**src/rtl/uart_tx.sv**
```systemverilog
// UART transmit engine: pops one byte from the FIFO and serializes it as
// start bit, 8 data bits LSB first, optional parity, then 1 or 2 stop bits.
// Every serial bit lasts OVERSAMPLE baudClk cycles.
module uart_tx #(
  parameter int unsigned OVERSAMPLE = 16,
  parameter bit          PARITY_EN  = 1'b0,
  parameter bit          PARITY_ODD = 1'b0,
  parameter int unsigned STOP_BITS  = 1
) (
  input  logic       baudClk,
  input  logic       reset,
  input  logic       empty,
  input  logic [7:0] data_in,
  output logic       rd,
  output logic       tx,
  output logic       busy,
  output logic       done
);

  localparam int unsigned     TICK_W    = (OVERSAMPLE > 1) ? $clog2(OVERSAMPLE) : 1;
  localparam logic [TICK_W-1:0] TICK_LAST = TICK_W'(OVERSAMPLE - 1);
  localparam logic [2:0]      STOP_LAST = 3'(STOP_BITS - 1);

  typedef enum logic [2:0] {
    IDLE,
    LOAD,
    START,
    DATA,
    PARITY,
    STOP
  } state_e;

  state_e              state_q, state_d;
  logic [TICK_W-1:0]   tick_q, tick_d;
  logic [2:0]          bit_q, bit_d;
  logic [7:0]          shift_q, shift_d;
  logic                par_q, par_d;
  logic                tx_q, tx_d;
  logic                bit_end;

  // State, counters, shift register and line driver; all return to idle on reset.
  always_ff @(posedge baudClk or posedge reset) begin
    if (reset) begin
      state_q <= IDLE;
      tick_q  <= '0;
      bit_q   <= '0;
      shift_q <= '0;
      par_q   <= 1'b0;
      tx_q    <= 1'b1;
    end else begin
      state_q <= state_d;
      tick_q  <= tick_d;
      bit_q   <= bit_d;
      shift_q <= shift_d;
      par_q   <= par_d;
      tx_q    <= tx_d;
    end
  end

  // Next-state logic; tx is computed one cycle ahead so the line is registered.
  always_comb begin
    state_d = state_q;
    tick_d  = tick_q;
    bit_d   = bit_q;
    shift_d = shift_q;
    par_d   = par_q;
    tx_d    = tx_q;
    rd      = 1'b0;
    busy    = 1'b1;
    done    = 1'b0;

    bit_end = (tick_q == TICK_LAST);
    tick_d  = bit_end ? '0 : tick_q + TICK_W'(1);

    unique case (state_q)
      IDLE: begin
        busy   = 1'b0;
        tick_d = '0;
        tx_d   = 1'b1;
        if (!empty) state_d = LOAD;
      end
      LOAD: begin
        rd      = 1'b1;
        tick_d  = '0;
        bit_d   = '0;
        shift_d = data_in;
        par_d   = (^data_in) ^ PARITY_ODD;
        tx_d    = 1'b0;
        state_d = START;
      end
      START: begin
        if (bit_end) begin
          state_d = DATA;
          bit_d   = '0;
          tx_d    = shift_q[0];
        end
      end
      DATA: begin
        if (bit_end) begin
          shift_d = {1'b0, shift_q[7:1]};
          if (bit_q == 3'd7) begin
            bit_d = '0;
            if (PARITY_EN) begin
              state_d = PARITY;
              tx_d    = par_q;
            end else begin
              state_d = STOP;
              tx_d    = 1'b1;
            end
          end else begin
            bit_d = bit_q + 3'd1;
            tx_d  = shift_q[1];
          end
        end
      end
      PARITY: begin
        if (bit_end) begin
          state_d = STOP;
          bit_d   = '0;
          tx_d    = 1'b1;
        end
      end
      STOP: begin
        tx_d = 1'b1;
        // bit_q counts stop bits here so done lands only on the final one
        if (bit_end) begin
          if (bit_q == STOP_LAST) begin
            done    = 1'b1;
            bit_d   = '0;
            state_d = empty ? IDLE : LOAD;
          end else begin
            bit_d = bit_q + 3'd1;
          end
        end
      end
      default: begin
        state_d = IDLE;
      end
    endcase
  end

  assign tx = tx_q;

endmodule

```
**config.mk**
```make
export PLATFORM = sky130hd
export DESIGN_NAME = uart_tx
export DESIGN_NICKNAME = d
export VERILOG_FILES = /design/src/rtl/uart_tx.sv
export SDC_FILE = /design/constraint.sdc
export NUM_CORES = 1
export LEC_CHECK = 0
export CAP_MARGIN = 30
export CELL_PAD_IN_SITES_DETAIL_PLACEMENT = 1
export CELL_PAD_IN_SITES_GLOBAL_PLACEMENT = 1
export CORE_MARGIN = 2
export CORE_UTILIZATION = 37
export DETAILED_ROUTE_END_ITERATION = 16
export PLACE_DENSITY_LB_ADDON = 0.2
export SYNTH_ARGS = -nofsm -noshare
export SYNTH_HDL_FRONTEND = slang
export SYNTH_SLANG_ARGS = --single-unit
```
**constraint.sdc**
```tcl
create_clock -name baudClk -period 1.6 [get_ports baudClk]
set_clock_uncertainty 0.2 [all_clocks]
set_input_delay 0.32 -clock baudClk [delete_from_list [all_inputs] [get_ports baudClk]]
set_output_delay 0.32 -clock baudClk [all_outputs]
set_load 0.02 [all_outputs]
```
==> run_results.csv <==
group,metric,value,unit
run_status,status,"finished, violations left",
run_status,violations,"setup timing",
cts,clk_path_buf_depth,2,
worst_setup_path,crit_chain,"ha_4, nand3_4, nor4b_4, buf_4",
worst_setup_path,reg2reg_from,"tick_q[1]",
cts,h-tree-depth,1,
worst_setup_path,cpPeakStageDelay,0.45,ns
global_route,grt_max_degree,20,
drt,ant_nets,0,
drt,routedWlPerCell,17.9,microns
drt,drc,0,
global_route,overflow,0,
finish,nNetsFinal,172,
cts,clock_latency,0.32,ns
sta,relSlewSlack,0.775,
cts,cts_tree,"yes",
placed_design,dpl.hpwl,1900,microns
sta,finalMaxSlewViolations,0,
placed_design,numPortBuffers,14,
finish,layout_common_cells,"buf_4, dfrtp_1, clkdlybuf4s50_1, buf_6, nor2_1",
worst_setup_path,r2r_cells,7,
worst_setup_path,regToRegEndpoint,"shift_q[0]",
sta,post-route-period-util,1.21,
die,start_util,0.385,
synthesis,ys_seq_area_frac,0.457,
drt,dr.first_iter.drc_count,26,
worst_setup_path,end_kind,"output pin",
synthesis,ys_seq_elements,19,
finish,diodes,0,
placed_design,gp_congestion,0.721,
finish,final_common_cell,"buf_4",
sta,grt_setup_unrepaired,"true",
synthesis,ys_warn_count,0,
drt,routed_via_density,5.34,
synthesis,syn_area,1040,sq um
finish,postLayoutCellArea,1780,sq um
synthesis,async_flop_share,1.00,
die,die-area,3260,sq um
worst_setup_path,arrival,1.41,ns
synthesis,synth.distinct_cells,35,
die,rows,19,
sta,setup_viol,18,
worst_setup_path,r2r_slack,-0.25,ns
placed_design,dp_slack,-0.461,ns
global_route,grt_pass1_vias,1073,
sta,fin_ws,-0.328,ns
sta,fin_crit,1.93,ns
worst_setup_path,slowest_stage,"dfrtp_1",
global_route,grt_pass1_wl,5050,microns
worst_setup_path,crit_cells,4,
sta,fmax,519,MHz
hold_path,hold_path_class,"in2async",
worst_setup_path,crit_required,1.08,ns
synthesis,syn_inst,102,
cts,cts_hold_buf,0,
synthesis,synth_nets,117,
worst_setup_path,crit_end,"done",
finish,drive_gt1_frac,0.513,
worst_setup_path,cp_num_buf_inv,1,
die,die_h,57.1,microns
cts,cts_buffers,3,
finish,area_delta_synth_final,70.5,%
die,chipWidth,57.1,microns
drt,dr.pass1.iters,4,
sta,hold_ws,0.113,ns
worst_setup_path,cp_max_fo,2,
worst_setup_path,worstSetupStartpoint,"tick_q[1]",
worst_setup_path,critPathKind,"reg2out",
sta,hold_violations,0,
job,cap_viol_max_count,0,
global_route,antenna_found_initial,0,
cts,cts_sinks,19,
cts,root_buffer,"clkbuf_4",
die,core,2710,sq um
placed_design,post_dp_cell_area,1460,sq um
drt,wl,3340,microns
pwr,p_leak,0.788,nW
synthesis,synth_area_per_cell,10.2,sq um
die,pin_count,15,
worst_setup_path,cp_top_family,"flip-flops",
pwr,p_per_area,1420,nW/um^2
worst_setup_path,start_kind,"flop",
sta,worst_pin_slew,0.336,ns
global_route,grt_usage,0.204,
drt,vias,998,
cts,clk_pin_slew,0.13,ns
synthesis,synth_edf_count,0,
pwr,vdd_drop_max,0.000944,V
synthesis,synth-main-ff-cell,"dfrtp_1",
-- state kept, by name, summed over array words and instances (netlist names) --
name,count
bit_q,3
tick_q,4
state_q,3
tx,1
shift_q,8
-- layer usage --
layer / part of all wire / vias to the layer above / GRT usage
met5: 0 / - / 0
met2: 0.55 / 24 / 0.379
met3: 0.028 / 4 / 0.0272
met1: 0.41 / 496 / 0.250
li1: - / 474 / -
met4: 0.0081 / 0 / 0.0498
-- layout make-up --
cell class	count	area (sq um)
inverter	7	26.3
clock inverter	1	7.51
multi-input combinational	72	699
timing repair buffer	54	508
tap	31	38.8
clock buffer	3	22.5
fill	290	931
sequential	19	477
-- power breakdown --
| group | internal, mW | switching [mW] |
|---|---|---|
| clock | 0.0956 | 0.176 |
| combinational | 0.748 | 0.685 |
| sequential | 0.680 | 0.146 |
-- worst min path at each step --
| stage | slack (ns) | end | from | cells after the start |
|---|---|---|---|---|
| after floorplan | 0.07 | bit_q[0] | reset | 1 |
| after global placement | 0.31 | tx | tx | 2 |
| after detailed placement | 0.32 | shift_q[5] | shift_q[5] | 2 |
| after CTS | 0.11 | state_q[2] | reset | 3 |
| after global routing | 0.12 | state_q[2] | reset | 3 |
| final | 0.11 | shift_q[6] | reset | 3 |
-- metrics by stage --
stage	utilization	instances	TNS (ns)	total power, mW
global placement	0.538	170	-1.46	1.88
CTS	0.619	183	-3.02	2.42
finish	0.657	187	-3.55	2.53
floorplan	-	102	-0.123	1.47
global route	0.657	187	-4.72	2.71
detailed placement	0.538	170	-2.04	1.95
-- timing repair --
action                     in CTS  in global routing
gates cloned                    0                  1
resized for setup              49                 16
setup buffers                   9                  5
pin swaps                      10                  7
setup endpoints to repair      19                 19
-- tightest hold or removal path, stage by stage --
cell             delay (ns)
clkdlybuf4s50_1        0.40
inv_1                  0.10
buf_12                 0.18
-- synth_stat cells (3+ instances only) --
library cell,number,area [sq um]
dfrtp_1,18,450
nor2_1,11,41.3
a21oi_1,9,45.0
mux2i_1,9,90.1
inv_1,6,22.5
nand2_1,5,18.8
ha_1,4,50.1
buf_2,3,15.0
nor2b_1,3,18.8
nor3_1,3,15.0
-- logic make-up after synthesis --
family	after synthesis	synth area share
simple gates	28	0.143
flops	19	0.457
xor+xnor	1	0.00839
compound gates	29	0.197
mux	10	0.0971
buf+inv	11	0.0503
fa+ha+maj	4	0.0480
No activity file was read; power rests on OpenSTA's default activity.
